### src/rtl/spi_slave_pkg.sv
// Shared constants, state encoding, RX FIFO entry layout and CRC-8 helper
// for the SPI mode-0 frame receiver.
package spi_slave_pkg;

    localparam int unsigned SPI_BITS  = 8;
    localparam logic [7:0]  CRC8_POLY = 8'h07;
    localparam logic [7:0]  CRC8_INIT = 8'h00;

    typedef enum logic {
        IDLE  = 1'b0,
        SHIFT = 1'b1
    } state_t;

    typedef struct packed {
        logic [SPI_BITS-1:0] data;
        logic                is_cmd;
    } rx_entry_t;

    // One MSB-first CRC-8 byte step.
    function automatic logic [7:0] crc8_byte(input logic [7:0] crc, input logic [7:0] din);
        logic [7:0] c;
        c = crc ^ din;
        for (int i = 0; i < 8; i++) begin
            c = c[7] ? ({c[6:0], 1'b0} ^ CRC8_POLY) : {c[6:0], 1'b0};
        end
        return c;
    endfunction

endpackage

### src/rtl/spi_slave_frame_rx_if.sv
// Packet-logic side of the SPI frame receiver: RX FIFO head, TX byte feed,
// frame status. crc_ok exists only when SPI_SLAVE_CRC8_EN is defined.
interface spi_slave_frame_rx_if;
    import spi_slave_pkg::*;

    logic [SPI_BITS-1:0] rx_data;
    logic                rx_is_cmd;
    logic                rx_empty;
    logic                rd_en;
    logic [SPI_BITS-1:0] tx_data;
    logic                tx_taken;
    logic                frame_active;
    logic                frame_done;
    logic                byte_err;
    logic                ovf;
    logic                clr_ovf;
`ifdef SPI_SLAVE_CRC8_EN
    logic                crc_ok;

    modport slave (
        output rx_data, rx_is_cmd, rx_empty, tx_taken, frame_active,
               frame_done, byte_err, ovf, crc_ok,
        input  rd_en, tx_data, clr_ovf
    );
    modport master (
        input  rx_data, rx_is_cmd, rx_empty, tx_taken, frame_active,
               frame_done, byte_err, ovf, crc_ok,
        output rd_en, tx_data, clr_ovf
    );
`else
    modport slave (
        output rx_data, rx_is_cmd, rx_empty, tx_taken, frame_active,
               frame_done, byte_err, ovf,
        input  rd_en, tx_data, clr_ovf
    );
    modport master (
        input  rx_data, rx_is_cmd, rx_empty, tx_taken, frame_active,
               frame_done, byte_err, ovf,
        output rd_en, tx_data, clr_ovf
    );
`endif
endinterface

### src/rtl/spi_slave_fifo.sv
// First-word-fall-through RX FIFO of {byte, is_cmd} entries. A push into a
// full FIFO is dropped (drop_c) unless a pop frees the slot in the same cycle.
module spi_slave_fifo
    import spi_slave_pkg::*;
#(
    parameter int unsigned DEPTH = 4
) (
    input  logic      clk,
    input  logic      rst,
    input  logic      push_i,
    input  rx_entry_t push_data_i,
    input  logic      pop_i,
    output rx_entry_t head_o,
    output logic      empty_o,
    output logic      drop_c
);

    localparam int unsigned AW = $clog2(DEPTH);
    localparam int unsigned CW = AW + 1;

    rx_entry_t       mem_q [DEPTH];
    logic [AW-1:0]   wr_ptr_q;
    logic [AW-1:0]   rd_ptr_q;
    logic [CW-1:0]   count_q;
    logic [CW-1:0]   count_d;
    logic            empty_q;
    logic            full;
    logic            push_ok;
    logic            pop_ok;

    always_comb begin
        full    = (count_q == CW'(DEPTH));
        pop_ok  = pop_i & ~empty_q;
        push_ok = push_i & (~full | pop_ok);
        drop_c  = push_i & ~push_ok;
        count_d = count_q;
        if (push_ok & ~pop_ok) begin
            count_d = count_q + CW'(1);
        end else if (pop_ok & ~push_ok) begin
            count_d = count_q - CW'(1);
        end
    end

    always_ff @(posedge clk or posedge rst) begin
        if (rst) begin
            for (int unsigned i = 0; i < DEPTH; i++) begin
                mem_q[i] <= '0;
            end
            wr_ptr_q <= '0;
            rd_ptr_q <= '0;
            count_q  <= '0;
            empty_q  <= 1'b1;
        end else begin
            if (push_ok) begin
                mem_q[wr_ptr_q] <= push_data_i;
                wr_ptr_q        <= wr_ptr_q + AW'(1);
            end
            if (pop_ok) begin
                rd_ptr_q <= rd_ptr_q + AW'(1);
            end
            count_q <= count_d;
            empty_q <= (count_d == '0);
        end
    end

    assign head_o  = mem_q[rd_ptr_q];
    assign empty_o = empty_q;

endmodule

### src/rtl/spi_slave_frame_rx.sv
// SPI mode-0 slave front end: oversampled SCK/MOSI/CS, MSB-first byte RX into a
// FIFO with command tagging, MISO response shifter. Optional CRC-8 check: SPI_SLAVE_CRC8_EN.
module spi_slave_frame_rx
    import spi_slave_pkg::*;
#(
    parameter int unsigned FIFO_DEPTH  = 4,
    parameter int unsigned SYNC_STAGES = 2
) (
    input  logic                 clk,
    input  logic                 rst,
    input  logic                 SCK,
    input  logic                 MOSI,
    input  logic                 CS,
    output logic                 MISO,
    spi_slave_frame_rx_if.slave  bus
);

    localparam int unsigned        CNT_W    = $clog2(SPI_BITS);
    localparam logic [CNT_W-1:0]   LAST_BIT = CNT_W'(SPI_BITS - 1);

    logic [SYNC_STAGES-1:0] sck_sync_q;
    logic [SYNC_STAGES-1:0] mosi_sync_q;
    logic [SYNC_STAGES-1:0] cs_sync_q;
    logic                   sck_prev_q;
    logic                   cs_prev_q;

    // CS synchroniser resets high so reset looks like "no frame".
    always_ff @(posedge clk or posedge rst) begin
        if (rst) begin
            sck_sync_q  <= '0;
            mosi_sync_q <= '0;
            cs_sync_q   <= '1;
            sck_prev_q  <= 1'b0;
            cs_prev_q   <= 1'b1;
        end else begin
            sck_sync_q  <= {sck_sync_q[SYNC_STAGES-2:0], SCK};
            mosi_sync_q <= {mosi_sync_q[SYNC_STAGES-2:0], MOSI};
            cs_sync_q   <= {cs_sync_q[SYNC_STAGES-2:0], CS};
            sck_prev_q  <= sck_sync_q[SYNC_STAGES-1];
            cs_prev_q   <= cs_sync_q[SYNC_STAGES-1];
        end
    end

    logic sck_s, mosi_s, cs_s;
    logic sck_rise, sck_fall, cs_rise, cs_fall;

    assign sck_s    = sck_sync_q[SYNC_STAGES-1];
    assign mosi_s   = mosi_sync_q[SYNC_STAGES-1];
    assign cs_s     = cs_sync_q[SYNC_STAGES-1];
    assign sck_rise =  sck_s & ~sck_prev_q;
    assign sck_fall = ~sck_s &  sck_prev_q;
    assign cs_rise  =  cs_s  & ~cs_prev_q;
    assign cs_fall  = ~cs_s  &  cs_prev_q;

    state_t              state_q;
    logic [CNT_W-1:0]    bit_cnt_q;
    logic                first_q;
    logic                load_pend_q;
    logic [SPI_BITS-1:0] rx_shift_q;
    logic [SPI_BITS-1:0] rx_shift_d;
    logic [SPI_BITS-1:0] tx_shift_q;
    logic                push_q;
    rx_entry_t           push_data_q;
    logic                tx_taken_q;
    logic                frame_active_q;
    logic                frame_done_q;
    logic                byte_err_q;
    logic                byte_done;

    assign rx_shift_d = {rx_shift_q[SPI_BITS-2:0], mosi_s};
    assign byte_done  = sck_rise & (bit_cnt_q == LAST_BIT);

    always_ff @(posedge clk or posedge rst) begin
        if (rst) begin
            state_q        <= IDLE;
            bit_cnt_q      <= '0;
            first_q        <= 1'b0;
            load_pend_q    <= 1'b0;
            rx_shift_q     <= '0;
            tx_shift_q     <= '0;
            push_q         <= 1'b0;
            push_data_q    <= '0;
            tx_taken_q     <= 1'b0;
            frame_active_q <= 1'b0;
            frame_done_q   <= 1'b0;
            byte_err_q     <= 1'b0;
        end else begin
            push_q       <= 1'b0;
            tx_taken_q   <= 1'b0;
            frame_done_q <= 1'b0;
            byte_err_q   <= 1'b0;
            case (state_q)
                IDLE: begin
                    if (cs_fall) begin
                        state_q        <= SHIFT;
                        bit_cnt_q      <= '0;
                        first_q        <= 1'b1;
                        load_pend_q    <= 1'b0;
                        tx_shift_q     <= bus.tx_data;
                        tx_taken_q     <= 1'b1;
                        frame_active_q <= 1'b1;
                    end
                end
                SHIFT: begin
                    if (sck_rise) begin
                        rx_shift_q <= rx_shift_d;
                        if (byte_done) begin
                            push_q      <= 1'b1;
                            push_data_q <= '{data: rx_shift_d, is_cmd: first_q};
                            first_q     <= 1'b0;
                            bit_cnt_q   <= '0;
                            load_pend_q <= 1'b1;
                        end else begin
                            bit_cnt_q <= bit_cnt_q + CNT_W'(1);
                        end
                    end
                    // A byte completing on the CS-rise cycle is kept; anything shorter is dropped.
                    if (cs_rise) begin
                        state_q        <= IDLE;
                        frame_active_q <= 1'b0;
                        frame_done_q   <= 1'b1;
                        byte_err_q     <= ~byte_done & (sck_rise | (bit_cnt_q != '0));
                        bit_cnt_q      <= '0;
                        load_pend_q    <= 1'b0;
                        tx_shift_q     <= '0;
                    end else if (sck_fall) begin
                        if (load_pend_q) begin
                            tx_shift_q  <= bus.tx_data;
                            tx_taken_q  <= 1'b1;
                            load_pend_q <= 1'b0;
                        end else begin
                            tx_shift_q <= {tx_shift_q[SPI_BITS-2:0], 1'b0};
                        end
                    end
                end
                default: state_q <= IDLE;
            endcase
        end
    end

`ifdef SPI_SLAVE_CRC8_EN
    logic [7:0] crc_q;
    logic [7:0] crc_d;
    logic [1:0] nbytes_q;
    logic [1:0] nbytes_d;
    logic       crc_ok_q;

    // Byte count saturates at 2: only "at least two bytes" matters.
    always_comb begin
        crc_d    = crc_q;
        nbytes_d = nbytes_q;
        if (byte_done) begin
            crc_d = crc8_byte(crc_q, rx_shift_d);
            if (nbytes_q != 2'd2) begin
                nbytes_d = nbytes_q + 2'd1;
            end
        end
    end

    always_ff @(posedge clk or posedge rst) begin
        if (rst) begin
            crc_q    <= CRC8_INIT;
            nbytes_q <= '0;
            crc_ok_q <= 1'b0;
        end else if (state_q == IDLE) begin
            if (cs_fall) begin
                crc_q    <= CRC8_INIT;
                nbytes_q <= '0;
            end
        end else begin
            crc_q    <= crc_d;
            nbytes_q <= nbytes_d;
            if (cs_rise) begin
                crc_ok_q <= (crc_d == 8'h00) && (nbytes_d == 2'd2);
            end
        end
    end

    assign bus.crc_ok = crc_ok_q;
`endif

    rx_entry_t head;
    logic      fifo_empty;
    logic      drop_c;
    logic      ovf_q;

    spi_slave_fifo #(
        .DEPTH (FIFO_DEPTH)
    ) u_fifo (
        .clk         (clk),
        .rst         (rst),
        .push_i      (push_q),
        .push_data_i (push_data_q),
        .pop_i       (bus.rd_en),
        .head_o      (head),
        .empty_o     (fifo_empty),
        .drop_c      (drop_c)
    );

    // A new drop outranks a clear in the same cycle.
    always_ff @(posedge clk or posedge rst) begin
        if (rst) begin
            ovf_q <= 1'b0;
        end else begin
            ovf_q <= drop_c | (ovf_q & ~bus.clr_ovf);
        end
    end

    assign MISO             = tx_shift_q[SPI_BITS-1];
    assign bus.rx_data      = head.data;
    assign bus.rx_is_cmd    = head.is_cmd;
    assign bus.rx_empty     = fifo_empty;
    assign bus.tx_taken     = tx_taken_q;
    assign bus.frame_active = frame_active_q;
    assign bus.frame_done   = frame_done_q;
    assign bus.byte_err     = byte_err_q;
    assign bus.ovf          = ovf_q;

endmodule

### src/flat_wrapper.sv
// flat-port wrapper written by rule: the top's interface ports become plain ports
module spi_slave_frame_rx_flat import spi_slave_pkg::*;
#(
    parameter int unsigned FIFO_DEPTH  = 4,
    parameter int unsigned SYNC_STAGES = 2
)
  (clk, rst, SCK, MOSI, CS, MISO, bus_rx_data, bus_rx_is_cmd, bus_rx_empty, bus_tx_taken, bus_frame_active, bus_frame_done, bus_byte_err, bus_ovf, bus_rd_en, bus_tx_data, bus_clr_ovf);
  spi_slave_frame_rx_if bus_i ();
  input  logic clk;
  input  logic rst;
  input  logic SCK;
  input  logic MOSI;
  input  logic CS;
  output logic MISO;
  output wire logic [$bits(bus_i.rx_data)-1:0] bus_rx_data;
  output wire logic [$bits(bus_i.rx_is_cmd)-1:0] bus_rx_is_cmd;
  output wire logic [$bits(bus_i.rx_empty)-1:0] bus_rx_empty;
  output wire logic [$bits(bus_i.tx_taken)-1:0] bus_tx_taken;
  output wire logic [$bits(bus_i.frame_active)-1:0] bus_frame_active;
  output wire logic [$bits(bus_i.frame_done)-1:0] bus_frame_done;
  output wire logic [$bits(bus_i.byte_err)-1:0] bus_byte_err;
  output wire logic [$bits(bus_i.ovf)-1:0] bus_ovf;
  input wire logic [$bits(bus_i.rd_en)-1:0] bus_rd_en;
  input wire logic [$bits(bus_i.tx_data)-1:0] bus_tx_data;
  input wire logic [$bits(bus_i.clr_ovf)-1:0] bus_clr_ovf;
  assign bus_rx_data = bus_i.rx_data;
  assign bus_rx_is_cmd = bus_i.rx_is_cmd;
  assign bus_rx_empty = bus_i.rx_empty;
  assign bus_tx_taken = bus_i.tx_taken;
  assign bus_frame_active = bus_i.frame_active;
  assign bus_frame_done = bus_i.frame_done;
  assign bus_byte_err = bus_i.byte_err;
  assign bus_ovf = bus_i.ovf;
  assign bus_i.rd_en = bus_rd_en;
  assign bus_i.tx_data = bus_tx_data;
  assign bus_i.clr_ovf = bus_clr_ovf;
  spi_slave_frame_rx #(.FIFO_DEPTH(FIFO_DEPTH), .SYNC_STAGES(SYNC_STAGES)) u_core (.clk(clk), .rst(rst), .SCK(SCK), .MOSI(MOSI), .CS(CS), .MISO(MISO), .bus(bus_i));
endmodule
### config.mk
export PLATFORM = sky130hd
export DESIGN_NAME = spi_slave_frame_rx_flat
export DESIGN_NICKNAME = d
export VERILOG_FILES = /design/src/rtl/spi_slave_pkg.sv /design/src/rtl/spi_slave_frame_rx_if.sv /design/src/rtl/spi_slave_fifo.sv /design/src/rtl/spi_slave_frame_rx.sv /design/src/flat_wrapper.sv
export SDC_FILE = /design/constraint.sdc
export NUM_CORES = 1
export LEC_CHECK = 0
export ABC_AREA = 1
export CELL_PAD_IN_SITES_DETAIL_PLACEMENT = 2
export CELL_PAD_IN_SITES_GLOBAL_PLACEMENT = 2
export CORE_ASPECT_RATIO = 1.4
export CORE_UTILIZATION = 39
export CTS_CLUSTER_DIAMETER = 120
export DETAILED_ROUTE_END_ITERATION = 6
export PLACE_DENSITY_LB_ADDON = 0.1
export SYNTH_ARGS = -nofsm -noshare
export SYNTH_HDL_FRONTEND = slang
export SYNTH_SLANG_ARGS = --single-unit
### constraint.sdc
create_clock -name clk -period 4.5 [get_ports clk]
set_input_delay 0.9 -clock clk [delete_from_list [all_inputs] [get_ports clk]]
set_output_delay 0.9 -clock clk [all_outputs]
set_load 0.1 [all_outputs]
# == After elaboration in Yosys (flattened, before gate mapping) ==
# Cells that the tools add are included.
# word_totals
register_bits,88
word_cells,129
out_inout_bits,16
in_bits,15
# classes
addsub,5
n_reduce_logical,9
n_eq_ne,8
magnitude_cmp,3
bitwise,28
mux,45
# op_table
op,n
$bwmux W36,1
$mux W8,4
$mux W9,3
$mux W1,22
$bmux W9 S2,1
$demux W9 S2,1
$mux W3,6
$pmux W8 S2,1
$and A1 B1 Y1,12
$not A1 Y1,11
$pmux W1 S2,5
$reduce_and A2 Y1,4
$add A3 B1 Y3 const B,2
$eq A3 B3 Y1 const B,2
$ge A3 B3 Y1 const B,2
$ne A2 B1 Y1 const B,3
$ne A3 B1 Y1 const B,2
$not A2 Y3,2
$pmux W3 S2,1
$reduce_and A3 Y1,2
$add A2 B1 Y2 const B,2
$logic_not A3 Y1,1
$lt A3 B1 Y1 const B,1
$or A1 B1 Y1,3
other kinds (4),4

# == Depth between registers and ports, before layout ==
# depth
word_depth,9
depth_mapped,10
mapped_depth_nobuf,10

# == Modules after synthesis ==
# Synthesis repeated with hierarchy kept, for this count alone.
# hier_totals
cells_unflattened,452
hier_area_um2,4189.0
# by_module_without_submodules
module,instances,area_per_inst_um2,seq_area_each_um2,cells_per_inst
spi_slave_fifo,1,2229.6,1102.3,237
spi_slave_frame_rx,1,1959.4,1104.8,215

# == Least setup slack after synthesis ==
# OpenSTA, ideal clock, no wires.
# synth_path
kind,reg-to-output
from,register u_core.u_fifo.rd_ptr_q[0]
to,output port bus_rx_data[6]
arrival_ns,2.335
path_buffers,1
t_required_ns,3.600
slack_ns,1.265
stages_incl_launch_ff,5
cell_sequence,dfrtp_1 > clkinv_1 > clkbuf_1 > o21ai_0 > o22ai_1
# synth_via
elab_chain_cells,4
# synth_lines
item,line,rtl
start: declaration,spi_slave_fifo.sv:23,logic [AW-1:0] rd_ptr_q;
start signal: assignment,spi_slave_fifo.sv:59,rd_ptr_q <= rd_ptr_q + AW'(1);
$not A2 Y3 (not written as such),spi_slave_fifo.sv:66,assign head_o = mem_q[rd_ptr_q];
$bmux W9 S2,spi_slave_fifo.sv:66,
$mux W9 (not written as such) (2 in a row),spi_slave_fifo.sv:66,
end: declaration,flat_wrapper.sv:15,output wire logic [$bits(bus_i.rx_data)-1:0] bus_rx_data;
# No other way between the ends. The select of a mux whose other input is x is not followed.

# == Final worst setup path ==
# Ends and elaborated chain as after synthesis.

==> reports/metrics.cfg <==
[synthesis]
syn-mean-instance-area_um2 = 9.24
netlist-cell-type-count = 30
synth-seq-cells = 88
synth_top_area_cell = dfrtp_1
synth_seq_area_share_pct = 56.2
synthArstFlopShare_pct = 100
synth_nets = 450
netlist.area_leader.share_pct = 53.5
syn_inst = 425
synth-edff-count = 0
syn_area_mm2 = 0.00393
synth_top_flop_cell = dfrtp_1
yosys_warnings = 0
yosys-top-cells-area = dfrtp_1, nand2_1, o21ai_0

[worst_setup_path]
crit_family = buffers and inverters
slowest_delay_ns = 0.97
crit_required_ns = 3.60
critPathKind = reg -> out
critPathSlowestCell = clkdlybuf4s50_1
cp_num_buf_inv = 2
start_kind = flop
cp_max_fo = 20
cp.arrival_ns = 3.13
endpoint_kind = output pin
worstPathCellList = clkinv_1 -> o21ai_0 -> o22ai_1 -> clkdlybuf4s50_1

[global_routing]
grt_overflow = 0
grt_pass1_wl_um = 17800
grt_max_degree = 45
grt.total_usage_pct = 22.7
antenna_found_initial = 0
grt_pass1_vias = 3419

[die]
fp.dieArea_mm2 = 0.0105
die_x_um = 86.8
core-area_mm2 = 0.00985
boundaryPins = 31
initial_core_util_pct = 39.9
num_rows = 43
die_height_um = 121

[run_status]
outcome = finished, final reports clean

[placed_design]
dp_hpwl_um = 6790
place_ws_ns = 0.796
io_buffers = 30
placed_area_mm2 = 0.00432
place_congestion = 0.722

[flow_run]
drv_cap = 0

[clock_network]
cts_resized = 0
cts_buffers = 9
worst_skew_pair.late_latency_ns = 0.34
cts_hold_buf = 0
htreeDepth = 3
numClockSinks = 88
clkTransAtPathRegs_ns = 0.06
postCtsSetupBuffers = 0
root_buffer = clkbuf_16
cts_tree = yes
cts_buffer_depth = 2

[cells_and_area]
insertedDiodeCount = 0
drive_gt1_share_pct = 9.52
layout_commonest_cell = nand2_1
design_area_mm2 = 0.00463
layout_common_cells = nand2_1, dfrtp_1, o21ai_0
fin_nets = 482
syn_to_final_growth_pct = 17.9
multi_input_area_mm2 = 0.00145
seqCellArea_mm2 = 0.00221
nFillCells = 1084

[timing]
fin_skew_ns = 0.00705
fin_tns_setup_ns = 0
final_max_slew_viol_count = 0
hold_violations = 0
min_period_over_period_pct = 89.7
slew-limit-headroom_pct = 33.8
rsz0062_at_grt = false
setup_viol = 0
tightest_slew_ns = 0.990
fin_crit_ns = 4.03
max_clock_freq_mhz = 248
worst_slack_ns = 0.466

[power_and_ir_drop]
power_density_mw_per_mm2 = 595
p_leak_nw = 2.19
peakVddDrop_mv = 0.293

[detailed_routing]
wl_per_cell_um = 17.4
drcViolationCount = 0
vias_per_cell = 5.10
ant_nets = 0
dr.first_iter.drc_count = 79
num_vias = 3042
dr.pass1.iters = 4
wl_um = 10400

[hold_path]
hold_class = reg -> reg

-- cell usage after synthesis, types with 3 or more instances --
cell      instances
dfstp_2           4
inv_4             3
nand2_1         109
nand2_4           6
nand3_2           3
inv_1            40
nand3_1           9
o22ai_1          10
ha_1             10
dfrtp_1          84
buf_6             6
o21ai_0          64
o21ai_1          20
clkbuf_1          3
a21boi_0          8
nor2_1           28
-- stage by stage --
stage,hold WS (ns),power (mW),std cells,util [%]
final,0.351,2.76,597,47.0
after detailed placement,0.338,1.96,581,43.8
after floorplan,0.331,1.72,425,-
after CTS,0.353,2.80,597,47.0
after global routing,0.355,2.89,597,47.0
after global placement,0.333,1.93,581,43.8
-- state kept, by name, indices dropped and copies added, names as in the netlist, 2 cells and up --
register                flops
u_core.u_fifo.count_q       3
u_core.mosi_sync_q          2
u_core.tx_shift_q           8
u_core.push_data_q          9
u_core.sck_sync_q           2
u_core.u_fifo.mem_q        36
u_core.bit_cnt_q            3
u_core.cs_sync_q            2
u_core.u_fifo.rd_ptr_q      2
u_core.u_fifo.wr_ptr_q      2
u_core.rx_shift_q           7
-- layout make-up --
type,count,area share [%]
Inverter,45,3.95
Clock inverter,5,1.76
Clock buffer,11,5.03
Tap cell,135,3.65
Multi-Input combinational cell,281,31.3
Sequential cell,88,47.7
Timing Repair Buffer,32,6.65
-- worst paths after layout --
path / startpoint / end / slack [ns] / depth (start not counted)
worst max-delay path: u_core.u_fifo.rd_ptr_q[0] / bus_rx_data[6] / 0.47 / 4
worst min-delay path: u_core.sck_sync_q[0] / u_core.sck_sync_q[1] / 0.35 / 0
worst max register to register: u_core.u_fifo.rd_ptr_q[0] / u_core.u_fifo.rd_ptr_q[1] / 2.55 / 3
worst min register to register: u_core.sck_sync_q[0] / u_core.sck_sync_q[1] / 0.35 / 0
max in group asynchronous: rst / u_core.rx_shift_q[6] / 2.65 / 3
min in group asynchronous: rst / u_core.u_fifo.count_q[0] / 1.00 / 2
-- worst reg2reg max path, delay by kind of cell (launching register included) --
kind          cells  cell delay [ns]
flops             1             0.73
xor+xnor          1             0.18
simple gates      1             0.33
buf+inv           1             0.62
-- kinds of logic (layout without fill, tap and decap cells) --
| logic type | Yosys count | in the layout | synth area share [%] |
|---|---|---|---|
| AO/OA/AOI/OAI | 107 | 107 | 14.9 |
| XOR/XNOR | 3 | 3 | 0.669 |
| adder cells (fa/ha/maj) | 10 | 10 | 3.19 |
| buffers and inverters | 56 | 93 | 6.88 |
| AND/OR/NAND/NOR | 161 | 161 | 18.1 |
| flip-flops | 88 | 88 | 56.2 |
-- where the power goes --
group / switching (mW) / internal [mW]
sequential: 0.0906 / 0.867
combinational: 0.750 / 0.247
clock: 0.315 / 0.487
total: 1.16 / 1.60
-- per-layer routing --
metal	wire, um	GRT usage (%)	vias to the layer above
li1	-	-	1437
met1	4150	25.1	1560
met3	205	4.51	11
met2	5870	42.8	34
met4	138	6.88	0
met5	0	0	-
(Power assumes the default switching activity.)
